===== config.mk =====
export PLATFORM = sky130hd
export DESIGN_NAME = mult4_4_ctrl
export DESIGN_NICKNAME = d
export VERILOG_FILES = /design/src/rtl/mult4_4_ctrl_pkg.sv /design/src/rtl/mult4_4_step_dec.sv /design/src/rtl/mult4_4_ctrl.sv
export SDC_FILE = /design/constraint.sdc
export NUM_CORES = 1
export LEC_CHECK = 0
export BUFFER_PORTS_ARGS = -buffer_cell sky130_fd_sc_hd__buf_2
export CAP_MARGIN = 10
export CORE_ASPECT_RATIO = 1.2
export CORE_MARGIN = 3
export CORE_UTILIZATION = 53
export CTS_BUF_LIST = sky130_fd_sc_hd__clkbuf_16
export DETAILED_ROUTE_END_ITERATION = 16
export PLACE_DENSITY = 0.84
export SLEW_MARGIN = 10
export SYNTH_ARGS = -nofsm -noshare
export SYNTH_HDL_FRONTEND = slang
export SYNTH_HIERARCHICAL = 1
export SYNTH_SLANG_ARGS = --single-unit

===== constraint.sdc =====
create_clock -name clk -period 3.3 [get_ports clk]
set_input_delay 0.66 -clock clk [delete_from_list [all_inputs] [get_ports clk]]
set_output_delay 0.66 -clock clk [all_outputs]
set_load 0.02 [all_outputs]

===== src/rtl/mult4_4_ctrl_pkg.sv =====
// mult4_4_ctrl_pkg
//   Shared types and encodings for the 4x4 serial multiplier controller.
//   Holds the controller state enum, the datapath shift-select encodings,
//   the operand-half select encodings, and the step-sequencing helper.
package mult4_4_ctrl_pkg;

    typedef enum logic [2:0] {
        S_IDLE,
        S_CLR,
        S_LD,
        S_P0,
        S_P1,
        S_P2,
        S_P3,
        S_FIN
    } state_t;

    // ans_sel: shift applied to the 2x2 partial product
    localparam logic [1:0] ANS_ZERO = 2'd0;
    localparam logic [1:0] ANS_SHL4 = 2'd1;
    localparam logic [1:0] ANS_SHL2 = 2'd2;
    localparam logic [1:0] ANS_SHL0 = 2'd3;

    // Asel/Bsel: which operand half feeds the 2x2 multiplier
    localparam logic SEL_HI = 1'b0;
    localparam logic SEL_LO = 1'b1;

    // Lowest-numbered step at or after 'from' whose run flag is set,
    // or FIN when none remains. Later ifs override earlier ones so the
    // lowest qualifying step wins.
    function automatic state_t next_step(input logic [3:0] run,
                                         input logic [2:0] from);
        state_t s;
        s = S_FIN;
        if (run[3] && from <= 3'd3) s = S_P3;
        if (run[2] && from <= 3'd2) s = S_P2;
        if (run[1] && from <= 3'd1) s = S_P1;
        if (run[0] && from == 3'd0) s = S_P0;
        return s;
    endfunction

endpackage


===== src/rtl/mult4_4_step_dec.sv =====
// mult4_4_step_dec
//   Combinational decode of one partial-product step (0..3) into the
//   datapath operand-half selects and shift select, plus a flag saying
//   whether the step contributes a non-zero partial product.
//   Step order: 0 = A lo x B lo, 1 = A hi x B lo, 2 = A lo x B hi,
//   3 = A hi x B hi.
//   Build option: MULT4_4_CTRL_SKIP_ZERO_EN -- when defined, nonzero is
//   judged from the held operands; otherwise every step is marked to run.
// Ports:
//   step     in  2  step index
//   opa/opb  in  4  held operands (only present with the skip option)
//   Asel     out 1  A half select (SEL_HI / SEL_LO)
//   Bsel     out 1  B half select (SEL_HI / SEL_LO)
//   ans_sel  out 2  shift select for this step
//   nonzero  out 1  step must run
module mult4_4_step_dec
    import mult4_4_ctrl_pkg::*;
(
    input  logic [1:0] step,
`ifdef MULT4_4_CTRL_SKIP_ZERO_EN
    input  logic [3:0] opa,
    input  logic [3:0] opb,
`endif
    output logic       Asel,
    output logic       Bsel,
    output logic [1:0] ans_sel,
    output logic       nonzero
);

    always_comb begin
        Asel = step[0] ? SEL_HI : SEL_LO;
        Bsel = step[1] ? SEL_HI : SEL_LO;
        case (step)
            2'd0:    ans_sel = ANS_SHL0;
            2'd3:    ans_sel = ANS_SHL4;
            default: ans_sel = ANS_SHL2;
        endcase
    end

`ifdef MULT4_4_CTRL_SKIP_ZERO_EN
    logic [1:0] w_ah;
    logic [1:0] w_bh;
    assign w_ah    = step[0] ? opa[3:2] : opa[1:0];
    assign w_bh    = step[1] ? opb[3:2] : opb[1:0];
    assign nonzero = (|w_ah) && (|w_bh);
`else
    assign nonzero = 1'b1;
`endif

endmodule


===== src/rtl/mult4_4_ctrl.sv =====
// mult4_4_ctrl
//   Sequencing controller for the 4x4 serial multiplier datapath.
//   Accepts an operand pair on start (in IDLE), clears the datapath, loads
//   it, walks the four 2x2 partial-product steps, then captures the 8-bit
//   product and pulses done.
//   Build option: MULT4_4_CTRL_SKIP_ZERO_EN -- skip steps whose selected
//   A or B half is zero (latency 4..8 instead of a fixed 8).
// Ports:
//   clk       in  1  rising-edge clock
//   rst       in  1  synchronous active-low reset
//   start     in  1  request, sampled in IDLE only
//   a, b      in  4  operands, captured on the accepting edge
//   busy      out 1  high outside IDLE
//   done      out 1  one-cycle pulse, result valid from then on
//   result    out 8  registered product, held until next done
//   dp_a/dp_b out 4  held operands driving datapath in1/in2
//   dp_rst    out 1  active-high datapath clear
//   dp_out    in  8  datapath accumulator
//   Asel/Bsel out 1  operand-half selects
//   mult_sel  out 1  pass (1) or zero (0) the 2x2 product
//   ans_sel   out 2  partial-product shift select
module mult4_4_ctrl
    import mult4_4_ctrl_pkg::*;
(
    input  logic       clk,
    input  logic       rst,
    input  logic       start,
    input  logic [3:0] a,
    input  logic [3:0] b,
    output logic       busy,
    output logic       done,
    output logic [7:0] result,
    output logic [3:0] dp_a,
    output logic [3:0] dp_b,
    output logic       dp_rst,
    input  logic [7:0] dp_out,
    output logic       Asel,
    output logic       Bsel,
    output logic       mult_sel,
    output logic [1:0] ans_sel
);

    state_t     r_state;
    state_t     w_next;
    logic       r_done;
    logic [7:0] r_result;
    logic [3:0] r_dp_a;
    logic [3:0] r_dp_b;

    logic [3:0] w_asel;
    logic [3:0] w_bsel;
    logic [3:0] w_run;
    logic [1:0] w_ans [4];
    logic       w_in_step;
    logic [1:0] w_idx;

    // One decoder per step: the controls of the current step are muxed
    // out, and all four run flags feed the skip-ahead sequencing.
    for (genvar gi = 0; gi < 4; gi++) begin : g_step
        mult4_4_step_dec u_dec (
            .step    (2'(gi)),
`ifdef MULT4_4_CTRL_SKIP_ZERO_EN
            .opa     (r_dp_a),
            .opb     (r_dp_b),
`endif
            .Asel    (w_asel[gi]),
            .Bsel    (w_bsel[gi]),
            .ans_sel (w_ans[gi]),
            .nonzero (w_run[gi])
        );
    end

    always_ff @(posedge clk) begin
        if (!rst) begin
            r_state  <= S_IDLE;
            r_done   <= 1'b0;
            r_result <= '0;
            r_dp_a   <= '0;
            r_dp_b   <= '0;
        end else begin
            r_state <= w_next;
            r_done  <= (r_state == S_FIN);
            if (r_state == S_FIN) begin
                r_result <= dp_out;
            end
            if (r_state == S_IDLE && start) begin
                r_dp_a <= a;
                r_dp_b <= b;
            end
        end
    end

    always_comb begin
        w_next = r_state;
        case (r_state)
            S_IDLE:  if (start) w_next = S_CLR;
            S_CLR:   w_next = S_LD;
            S_LD:    w_next = next_step(w_run, 3'd0);
            S_P0:    w_next = next_step(w_run, 3'd1);
            S_P1:    w_next = next_step(w_run, 3'd2);
            S_P2:    w_next = next_step(w_run, 3'd3);
            S_P3:    w_next = S_FIN;
            S_FIN:   w_next = S_IDLE;
            default: w_next = S_IDLE;
        endcase
    end

    // Moore decode of the datapath controls
    always_comb begin
        w_in_step = 1'b0;
        w_idx     = 2'd0;
        dp_rst    = 1'b0;
        case (r_state)
            S_CLR:   dp_rst = 1'b1;
            S_P0:    begin w_in_step = 1'b1; w_idx = 2'd0; end
            S_P1:    begin w_in_step = 1'b1; w_idx = 2'd1; end
            S_P2:    begin w_in_step = 1'b1; w_idx = 2'd2; end
            S_P3:    begin w_in_step = 1'b1; w_idx = 2'd3; end
            default: ;
        endcase
        mult_sel = w_in_step;
        Asel     = w_in_step ? w_asel[w_idx] : 1'b0;
        Bsel     = w_in_step ? w_bsel[w_idx] : 1'b0;
        ans_sel  = w_in_step ? w_ans[w_idx]  : ANS_ZERO;
    end

    assign busy   = (r_state != S_IDLE);
    assign done   = r_done;
    assign result = r_result;
    assign dp_a   = r_dp_a;
    assign dp_b   = r_dp_b;

endmodule

# [Word-level counts from Yosys, hierarchy flattened]
# Index checks and enable logic that the tools add are counted.
[totals] register_bits=20 inputBits=19 latchBits=0 ramBits=0 word_cells=35 mem_count=0 output_inout_bits=24 mem_bits_ro=0
[op_classes] bitwise_logic=1 n_mul=0 n_eq_ne=8 div_mod_pow=0 magnitude_cmp=2 mux=15 reduce_logical=4 add_sub_neg=0 shifts=0
[op_table] op="3-bit case mux with 8 select lines" count=1
[op_table] op="3-bit equality test (second input constant)" count=4
[op_table] op="3-bit by 2-bit equality test with 1-bit output (second input constant)" count=2
[op_table] op="1-bit two-way mux" count=6
[op_table] op="2-bit two-way mux" count=3
[op_table] op="2-bit case mux with 3 select lines" count=1
[op_table] op="1-bit binary-select mux with 2-bit select" count=2
[op_table] op="2-bit binary-select mux with 2-bit select" count=1
[op_table] op="4-bit OR reduction" count=1
[op_table] op="3-bit by 1-bit equality test with 1-bit output (second input constant)" count=1
[op_table] op="3-bit greater-or-equal comparator (second input constant)" count=1
[op_table] op="3-bit zero test" count=1
[op_table] op="2-bit by 3-bit < comparator with 1-bit output (second input constant)" count=1
[op_table] op="3-bit two-way mux" count=1
[op_table] op="2-bit inverter with 3-bit output" count=1
[op_table] op="3-bit nonzero test" count=1
[op_table] op="2-bit != test (second input constant)" count=1
[op_table] op="1-bit logical AND" count=1

# [Logic depth before layout (Yosys ltp)]
# Gate-level depths: netlist (run 1).
[depth] ltp_word=7 depth_mapped=6 ltp_nobuf=5

# [By module]
# The synthesis (run 1) kept the hierarchy.
[by_module_without_submodules] module="mult4_4_ctrl" cells_each=128 instances=1 seq_area_each_um2=400.4 area_each_um2=1077.3
[by_module_without_submodules] module="mult4_4_step_dec" cells_each=7 instances=4 seq_area_each_um2=0.0 area_each_um2=38.8

# [Worst setup path before layout (run 1)]
# Ideal clock, no wire load.
[synth_timing] path_type="register to output" from="reg r_state[0]" to="out dp_rst" t_arrival_ns=1.183 path_stages_with_launch=3 setup_slack_ns=1.457 n_path_buf=1 required_time_ns=2.640 path_cell_list="dfxtp_1 buf_2 nor3b_1"
[synth_via] elab_chain_len=2
[synth_lines] element="start: declaration" line="mult4_4_ctrl.sv:43" rtl="state_t r_state;"
[synth_lines] element="start signal: assignment" line="mult4_4_ctrl.sv:81" rtl="r_state <= w_next;"
[synth_lines] element="3-bit by 1-bit equality test with 1-bit output" line="mult4_4_ctrl.sv:113" rtl="case (r_state)"
[synth_lines] element="1-bit two-way mux" line="mult4_4_ctrl.sv:113"
[synth_lines] element="end: declaration" line="mult4_4_ctrl.sv:35" rtl="output logic dp_rst,"
# No other way between the ends.

# [Final worst setup path (run 1)]
[layout_timing] from="reg r_state[1]" to="out ans_sel[0]"
[layout_via] elab_chain_len=7 elab_cells_between_ends=12 cone_classes="eq/ne: 4; mux: 6; bitwise: 1; reduce/logical: 1"
[layout_lines] element="3-bit equality test (on tied branches)"
[layout_lines] element="2-bit case mux with 3 select lines" line="mult4_4_ctrl.sv:113"
[layout_lines] element="2-bit inverter with 3-bit output (not written as such)" line="mult4_4_ctrl.sv:124" rtl="ans_sel = w_in_step ? w_ans[w_idx] : ANS_ZERO;"
[layout_lines] element="2-bit binary-select mux with 2-bit select" line="mult4_4_ctrl.sv:124"
[layout_lines] element="2-bit two-way mux (not written as such) (2 in series)" line="mult4_4_ctrl.sv:124"
[layout_lines] element="2-bit two-way mux *" line="mult4_4_ctrl.sv:124"
[layout_lines] element="end: declaration" line="mult4_4_ctrl.sv:40" rtl="output logic [1:0] ans_sel"
# Mark *: on every way between the ends. The rest lies on a longest branch, timed or not. The select of a mux whose other input is x is not followed.

==> flow_metrics.env, run 1 <==
export IMPL_cp_slowest_cell="dfxtp_1"
export IMPL_period_needed_ps=2442
export IMPL_p_leak_nw=0.7819
export IMPL_cp_start_kind="flip-flop"
export IMPL_overflow=0
export IMPL_final_core_util=0.7088
export IMPL_dpl_hpwl_mm=1.935
export IMPL_setup_slack_ps=857.9
export IMPL_cts_hold_buf=0
export IMPL_cts_buffers=3
export IMPL_vias=1103
export IMPL_hold_violations=0
export IMPL_yosysSeqAreaShare=0.3249
export IMPL_synthCells=156
export IMPL_finalWirelength_mm=2.520
export IMPL_ant_nets=0
export IMPL_power_density_nw_per_um2=428.5
export IMPL_final_nets=228
export IMPL_clk_insertion_delay_late_ps=250
export IMPL_drv_cap=0
export IMPL_synth_area_leaders="dfxtp_1 (32%), nand2_1 (9.7%), a21boi_2 (7.3%)"
export IMPL_rsz0062_at_grt="false"
export IMPL_holdWs_ps=458.8
export IMPL_crit_path_end_kind="primary output"
export IMPL_worst_path_largest_cell_delay_ps=710
export IMPL_maxSlewViolCount=0
export IMPL_start_util=0.5760
export IMPL_worstSetupPathDepth=4
export IMPL_first_global_vias=1036
export IMPL_drc=0
export IMPL_groute_usage_overall=0.1794
export IMPL_dieArea_um2=2942
export IMPL_vias_per_cell=4.714
export IMPL_root_buffer="clkbuf_16"
export IMPL_drtPass1Iterations=4
export IMPL_cts_resized=0
export IMPL_cts_path_max_buffers=2
export IMPL_place_ws_ps=1123
export IMPL_finalWeightedCongestion=0.7506
export IMPL_fillers=185
export IMPL_status="completed"
export IMPL_max_slew_margin=0.5880
export IMPL_crit_path_end="ans_sel[0]"
export IMPL_skew_ps=3.612
export IMPL_crit_required_ps=2640
export IMPL_postCtsSetupBuffers=0
export IMPL_tightestPinTransition_ps=617.2
export IMPL_critPathKind="flip-flop to primary output"
export IMPL_synthAdderAreaFrac=0.04061
export IMPL_synth_top_cell_area_share=0.3249
export IMPL_cp_num_buf_inv=1
export IMPL_setup_violations_final=0
export IMPL_synth_top_family_by_area="compound AO/OA/AOI/OAI gates"
export IMPL_synth_cell_area_um2=1232
export IMPL_grt_pass1_wl_mm=4.174
export IMPL_synthToLayoutAreaGrowth_pct=23.05
export IMPL_clkSinkCount=20
export IMPL_muxShareOfSynthArea=0.03249
export IMPL_cts_tree="built"
export IMPL_synth_simple_area_share=0.2122
export IMPL_yosys_warnings=6
export IMPL_drt_iter0_markers=14
export IMPL_grt_max_degree=21
export IMPL_startpoint="r_state[1]"
export IMPL_cp_top_family="flip-flops"
export IMPL_crit_chain="nand2_1 -> nor2_1 -> a22o_1 -> buf_2"
export IMPL_r2r_end="result[7]"
export IMPL_syn_area_per_cell_um2=7.900
export IMPL_synth_cell_type_count=31
export IMPL_rows=18
export IMPL_yosys_area_top_type="dfxtp_1"
export IMPL_timing_final_crit_share=0.7400
export IMPL_timing_rr_start="r_state[2]"
export IMPL_max_freq_mhz=409.5
export IMPL_core_area_um2=2140
export IMPL_reg2reg_slack_ps=1760
export IMPL_path_max_fanout=16
export IMPL_die_w_um=50.02
export IMPL_antenna_found_initial=0
export IMPL_clk_pin_slew_ps=50
export IMPL_hold_path_class="flip-flop to flip-flop"
export IMPL_ys_seq_elements=20
export IMPL_cp_arrival_ps=1780
export IMPL_die_h_um=58.83
export IMPL_antenna_cells=0
export IMPL_setup_tns_ps=0
export IMPL_reg2reg_depth=3
export IMPL_io_buffers=42
export IMPL_drive_above_1_share=0.3186
export IMPL_htree_levels=1
export IMPL_pin_count=43
export IMPL_synth_xor_area_frac=0.007107
export IMPL_synth_compound_gate_area_share=0.2234
export IMPL_ir_drop_mv=0.2126
export IMPL_wl_per_cell_um=10.77
[area by class of cell]
| cell class | count | area (um2) | area share |
|---|---|---|---|
| Inverter | 21 | 78.83 | 0.05198 |
| Sequential cell | 20 | 400.4 | 0.2640 |
| Clock buffer | 3 | 75.07 | 0.04951 |
| Tap cell | 30 | 37.54 | 0.02475 |
| Clock inverter | 1 | 3.754 | 0.002475 |
| Timing Repair Buffer | 42 | 210.2 | 0.1386 |
| Multi-Input combinational cell | 117 | 710.7 | 0.4686 |
[per-stage QoR]
stage	power, mW	instances	area, um2
after floorplan	0.3863	170	1285
after global placement	0.4053	230	1438
after detailed placement	0.4094	230	1438
after CTS	0.6512	234	1516
after global routing	0.6783	234	1516
final	0.6498	234	1516
[layer usage]
layer | part of all wire | global-route usage | vias up
met5 | 0 | 0 | -
met4 | 0.0091 | 0.07115 | 0
met3 | 0.054 | 0.02785 | 2
met2 | 0.52 | 0.3489 | 32
met1 | 0.41 | 0.1890 | 503
li1 | - | - | 566
[cells in the mapped netlist]
library cell  count
o22ai_1           1
o21ai_0           4
conb_1            6
ha_1              4
buf_4             4
xnor2_1           1
inv_1            21
nand3_2           1
and2_4            1
buf_6             2
a21boi_2          8
clkbuf_1          2
nand2_2           8
o221ai_1          1
o21ai_1           6
dfxtp_1          20
a21oi_1           3
mux2i_1           4
o311a_1           1
nor4_1            1
nor2_1            2
nor3b_1           1
nand2_1          32
and3_1            1
and2b_4           1
a21boi_1          8
a22o_1            4
nor3_4            1
and2_1            3
buf_2             3
buf_12            1
[cells in the final DEF, fill, tap and decap left out, types with 2 or more instances in the layout]
master,count
a21boi_2,8
ha_1,4
mux2i_1,4
a21oi_1,3
o21ai_0,4
conb_1,20
inv_1,21
dfxtp_1,20
o21ai_1,6
nand2_2,8
clkbuf_16,3
a21boi_1,8
a22o_1,4
and2_1,3
nor2_1,2
nand2_1,32
buf_2,42
[where the power goes]
part	leakage, nW	switching (mW)	total, mW	internal (mW)
clock network	0.0385	0.0814	0.242	0.161
logic	0.581	0.0777	0.136	0.0579
registers	0.163	0.0185	0.272	0.253
total	0.782	0.178	0.650	0.472
[worst min-delay path: cells and delay by family, from the launching register on]
kind / cells / cell delay (ps)
flip-flops: 1 / 310
AND/OR/NAND/NOR: 1 / 50
AO/OA/AOI/OAI: 1 / 50
[sequential cells by signal (all words and copies together) (netlist names)]
name	cells
r_state	3
result	8
dp_b	4
dp_a	4
done	1
[cells by family (layout without fill, tap and decap cells)]
group           Yosys count  after routing
buf+inv                  33             67
simple gates             52             52
flops                    20             20
compound gates           36             36
other cells               6             20
fa+ha+maj                 4              4
xor+xnor                  1              1
mux                       4              4
[worst min-delay path by stage]
stage,startpoint,endpoint,depth (start not counted)
final,result[6],result[6],2
after global routing,dp_b[0],dp_b[0],2
after CTS,result[6],result[6],2
after detailed placement,result[6],result[6],2
after global placement,result[2],result[2],2
after floorplan,result[0],result[0],2
(Power assumes the default switching activity.)
==> run 2: changes to the inputs <==
--- a/config.mk
+++ b/config.mk
@@ -9,10 +9,10 @@
 export CAP_MARGIN = 10
 export CORE_ASPECT_RATIO = 1.2
 export CORE_MARGIN = 3
-export CORE_UTILIZATION = 53
+export CORE_UTILIZATION = 49
 export CTS_BUF_LIST = sky130_fd_sc_hd__clkbuf_16
 export DETAILED_ROUTE_END_ITERATION = 16
-export PLACE_DENSITY = 0.84
+export PLACE_DENSITY = 0.79
 export SLEW_MARGIN = 10
 export SYNTH_ARGS = -nofsm -noshare
 export SYNTH_HDL_FRONTEND = slang
==> constraint.sdc (replaced) <==
create_clock -name clk -period 2.39 [get_ports clk]
set_input_delay 0.478 -clock clk [delete_from_list [all_inputs] [get_ports clk]]
set_output_delay 0.478 -clock clk [all_outputs]
set_load 0.02 [all_outputs]
==> run 2 against run 1 <==
Routed wire length is essentially flat. Combinational power grew 44%. Largest power group is now clock. Count of clock-buffer cells in the layout is the same. Die area grew 7.2%. Setup slack lost 570 ps. Critical path depth shrank 1. Register-to-register slack lost 850 ps. Critical path type unchanged. Cell count grew 0.85%. Highest routed layer unchanged. Final area grew 2.4%. Critical endpoint is now Asel. Hold slack lost 7.2 ps.
==> flow_metrics.env, run 2 (synthesis results as in run 1) <==
export IMPL_multiInputGateArea_um2=710.7
export IMPL_hold_path_startpoint="result[1]"
export IMPL_path_max_fanout=18
export IMPL_layout_commonest_cell="buf_2"
export IMPL_timing_final_crit_share=0.8789
export IMPL_timing_rr_start="r_state[2]"
export IMPL_cts_path_max_buffers=2
export IMPL_reg2reg_slack_ps=910
export IMPL_antenna_cells=0
export IMPL_rows=19
export IMPL_io_buffers=42
export IMPL_postCtsSetupBuffers=0
export IMPL_dieArea_um2=3155
export IMPL_tightestPinTransition_ps=643.2
export IMPL_groute_usage_overall=0.1662
export IMPL_largest_reg_flops=8
export IMPL_cp_start_kind="flip-flop"
export IMPL_ant_nets=0
export IMPL_clk_insertion_delay_late_ps=250
export IMPL_htree_levels=1
export IMPL_drtPass1Iterations=4
export IMPL_cts_tree="built"
export IMPL_rsz0062_at_grt="false"
export IMPL_final_core_util=0.6598
export IMPL_mostFrequentLayoutCells="buf_2 (42), nand2_1 (32), inv_1 (21)"
export IMPL_hold_violations=0
export IMPL_drc=0
export IMPL_vias=1111
export IMPL_whs_path_depth=2
export IMPL_overflow=0
export IMPL_crit_required_ps=1910
export IMPL_max_freq_mhz=476.1
export IMPL_holdWs_ps=451.6
export IMPL_synthToLayoutAreaGrowth_pct=25.99
export IMPL_finalWeightedCongestion=0.7356
export IMPL_reg2reg_depth=3
export IMPL_final_nets=229
export IMPL_drive_above_1_share=0.3317
export IMPL_critPathKind="flip-flop to primary output"
export IMPL_pin_count=43
export IMPL_die_h_um=60.94
export IMPL_clk_pin_slew_ps=50
export IMPL_power_density_nw_per_um2=656.0
export IMPL_whs_endpoint="result[1]"
export IMPL_first_global_vias=987
export IMPL_drv_cap=0
export IMPL_wl_per_cell_um=10.68
export IMPL_skew_ps=2.536
export IMPL_cts_buffers=3
export IMPL_finalWirelength_mm=2.521
export IMPL_clkSinkCount=20
export IMPL_die_w_um=51.78
export IMPL_dpl_hpwl_mm=1.970
export IMPL_root_buffer="clkbuf_16"
export IMPL_setup_violations_final=0
export IMPL_regArea_um2=401.6
export IMPL_r2r_end="result[0]"
export IMPL_fillers=218
export IMPL_grt_pass1_wl_mm=3.988
export IMPL_vias_per_cell=4.708
export IMPL_status="completed"
export IMPL_max_slew_margin=0.5706
export IMPL_start_util=0.5237
export IMPL_hold_path_class="flip-flop to flip-flop"
export IMPL_grt_max_degree=21
export IMPL_crit_path_end_kind="primary output"
export IMPL_cp_arrival_ps=1620
export IMPL_core_area_um2=2354
export IMPL_setup_tns_ps=0
export IMPL_p_leak_nw=0.8001
export IMPL_maxSlewViolCount=0
export IMPL_drt_iter0_markers=7
export IMPL_antenna_found_initial=0
export IMPL_period_needed_ps=2101
export IMPL_ir_drop_mv=0.3263
==> run 2: what timing repair did <==
item / in CTS / in global routing
hold buffers: 0 / 0
gates resized for setup: 0 / 1
setup endpoints to repair: 0 / 4
==> run 2: area by class of cell <==
class / instances / area share
Clock buffer: 3 / 0.04835
Clock inverter: 1 / 0.01934
Inverter: 21 / 0.05077
Multi-Input combinational cell: 117 / 0.4577
Sequential cell: 20 / 0.2587
Tap cell: 31 / 0.02498
Timing Repair Buffer: 43 / 0.1402
==> run 2: worst max-delay path by stage <==
stage | from | endpoint | slack (ps) | depth (start not counted)
after floorplan | r_state[0] | dp_rst | 730 | 2
after global placement | r_state[1] | Asel | 490 | 4
after detailed placement | r_state[1] | Asel | 390 | 4
after CTS | r_state[1] | Asel | 110 | 4
after global routing | r_state[2] | Bsel | 200 | 3
final | r_state[2] | Asel | 290 | 3
==> run 2: layer usage <==
layer	up-vias	track usage	wire length, um
li1	571	-	-
met1	502	0.1805	1006
met2	33	0.3182	1306
met3	5	0.02703	161
met4	0	0.06742	46
met5	-	0	0
==> run 2: critical path, stage by stage (launching register included) <==
cell and delay, ps:
dfxtp_1 730, nor2_1 210, a22o_1 280, buf_2 150
==> run 2: report_power, final <==
part / switching [mW] / total (mW) / internal, mW / leakage (nW)
sequential: 0.0217 / 0.372 / 0.350 / 0.163
combinational: 0.113 / 0.196 / 0.0830 / 0.586
clock: 0.119 / 0.451 / 0.332 / 0.0511
total: 0.254 / 1.02 / 0.765 / 0.800
==> run 2: metrics by stage <==
step	setup slack (ps)	total power, mW	cell area [um2]	instances
2_1_floorplan	728.5	0.5334	1285	170
3_3_place_gp	487.8	0.5651	1446	232
3_5_place_dp	391.6	0.5706	1446	232
4_1_cts	111.5	1.022	1551	236
5_1_grt	195.2	1.057	1553	236
6_report	289.4	1.019	1553	236
==> run 3: changes to the inputs <==
--- a/config.mk
+++ b/config.mk
@@ -12,7 +12,8 @@
 export CORE_UTILIZATION = 49
 export CTS_BUF_LIST = sky130_fd_sc_hd__clkbuf_16
 export DETAILED_ROUTE_END_ITERATION = 16
-export PLACE_DENSITY = 0.79
+export GPL_TIMING_DRIVEN = 0
+export PLACE_DENSITY = 0.82
 export SLEW_MARGIN = 10
 export SYNTH_ARGS = -nofsm -noshare
 export SYNTH_HDL_FRONTEND = slang
==> run 3 against run 2 <==
Combinational power is 13% higher. Fmax is 3.3% higher. Hold slack worse by 4.5 ps. Total power is 10% lower. First-iteration DRC count is 100% higher. Register-to-register slack better by 280 ps. Sequential share of layout area is 0.91 points lower. Global-route usage is 0.12 points higher. Via count hardly changed. Clock power is 27% lower. Non-clock buffer count is 10 higher. Critical path type unchanged. Critical endpoint is now ans_sel[1]. Largest cell class unchanged. Highest routed layer unchanged.
==> flow_metrics.env, run 3 (synthesis results as in run 1) <==
export IMPL_whs_path_depth=2
export IMPL_crit_required_ps=1910
export IMPL_root_buffer="clkbuf_16"
export IMPL_mostFrequentLayoutCells="buf_2 (44), nand2_1 (32), inv_1 (21)"
export IMPL_pin_count=43
export IMPL_power_density_nw_per_um2=568.8
export IMPL_reg2reg_depth=2
export IMPL_antenna_found_initial=0
export IMPL_layout_commonest_cell="buf_2"
export IMPL_drt_iter0_markers=14
export IMPL_reg2reg_slack_ps=1190
export IMPL_whs_endpoint="result[6]"
export IMPL_start_util=0.5237
export IMPL_antenna_cells=0
export IMPL_core_area_um2=2354
export IMPL_max_freq_mhz=491.8
export IMPL_cp_arrival_ps=1560
export IMPL_first_global_vias=985
export IMPL_htree_levels=1
export IMPL_skew_ps=3.041
export IMPL_path_max_fanout=10
export IMPL_postCtsSetupBuffers=0
export IMPL_critPathKind="flip-flop to primary output"
export IMPL_maxSlewViolCount=0
export IMPL_crit_chain="buf_6 -> mux2i_1 -> o21ai_1 -> a22o_1 -> buf_2"
export IMPL_drv_cap=0
export IMPL_cts_resized=0
export IMPL_drc=0
export IMPL_cts_path_max_buffers=2
export IMPL_timing_rr_start="r_state[1]"
export IMPL_clk_insertion_delay_late_ps=250
export IMPL_setup_violations_final=0
export IMPL_grt_max_degree=11
export IMPL_wl_per_cell_um=9.580
export IMPL_synthToLayoutAreaGrowth_pct=30.15
export IMPL_die_h_um=60.94
export IMPL_hold_path_class="flip-flop to flip-flop"
export IMPL_period_needed_ps=2033
export IMPL_hold_violations=0
export IMPL_cts_tree="built"
export IMPL_status="completed"
export IMPL_finalWirelength_mm=2.347
export IMPL_final_nets=239
export IMPL_cp_start_kind="flip-flop"
export IMPL_grt_pass1_wl_mm=4.036
export IMPL_worst_path_largest_cell_delay_ps=500
export IMPL_p_leak_nw=0.8326
export IMPL_overflow=0
export IMPL_clkSinkCount=20
export IMPL_groute_usage_overall=0.1674
export IMPL_rows=19
export IMPL_vias_per_cell=4.531
export IMPL_dpl_hpwl_mm=1.799
export IMPL_largest_reg_flops=8
export IMPL_ant_nets=0
export IMPL_drive_above_1_share=0.3458
export IMPL_cts_hold_buf=0
export IMPL_finalWeightedCongestion=0.7665
export IMPL_vias=1110
export IMPL_r2r_end="r_state[1]"
export IMPL_final_core_util=0.6816
export IMPL_clk_pin_slew_ps=50
export IMPL_ir_drop_mv=0.3536
export IMPL_cp_num_buf_inv=2
export IMPL_crit_path_end_kind="primary output"
export IMPL_timing_final_crit_share=0.8507
export IMPL_cp_slowest_cell="dfxtp_1"
export IMPL_setup_tns_ps=0
export IMPL_cp_top_family="flip-flops"
export IMPL_dieArea_um2=3155
export IMPL_hold_path_startpoint="result[6]"
export IMPL_drtPass1Iterations=4
export IMPL_cts_buffers=3
export IMPL_rsz0062_at_grt="false"
export IMPL_io_buffers=41
export IMPL_die_w_um=51.78
==> run 3: final cells by class <==
cell class                      count  area, um2
Buffer                             12      95.09
Clock buffer                        3      75.07
Fill cell                         229      749.5
Inverter                           21      78.83
Multi-Input combinational cell    117      710.7
Sequential cell                    20      400.4
Tap cell                           31      38.79
Timing Repair Buffer               41      205.2
==> run 3: worst max path at each step <==
stage	from	endpoint	cells past startpoint
finish	r_state[1]	ans_sel[1]	5
floorplan	r_state[0]	dp_rst	2
global placement	r_state[1]	ans_sel[1]	5
detailed placement	r_state[1]	ans_sel[1]	5
CTS	r_state[1]	ans_sel[1]	5
global route	r_state[1]	Bsel	5
==> run 3: metal layers <==
metal  vias up  global-route usage  wire length [um]
li1        589                   -                 -
met1       484              0.1883               976
met2        32              0.3145              1186
met3         5             0.01720               134
met4         0             0.07865                49
met5         -                   0                 0
==> run 3: metrics by stage <==
step / total power [mW] / cell area [um2] / setup WS, ps / hold slack, ps / instances
after floorplan: 0.5334 / 1285 / 728.5 / 533.2 / 170
after global placement: 0.5866 / 1529 / 634.2 / 438.3 / 242
after detailed placement: 0.5893 / 1529 / 628.9 / 442.2 / 242
after CTS: 0.9203 / 1604 / 349.0 / 449.1 / 245
after global routing: 0.9571 / 1604 / 245.6 / 467.9 / 245
final: 0.9124 / 1604 / 356.7 / 447.1 / 245
==> run 3: where the power goes <==
| group | switching [mW] | leakage (nW) | internal, mW | total [mW] |
|---|---|---|---|---|
| Sequential | 0.0131 | 0.163 | 0.350 | 0.363 |
| Clock | 0.109 | 0.0370 | 0.220 | 0.329 |
| Combinational | 0.122 | 0.633 | 0.0985 | 0.221 |
| Total | 0.244 | 0.833 | 0.669 | 0.912 |
==> run 3: worst register-to-register path, cell delays in order (launching register included) <==
cell and delay (ps):
dfxtp_1 500, and2b_4 260, o311a_1 330
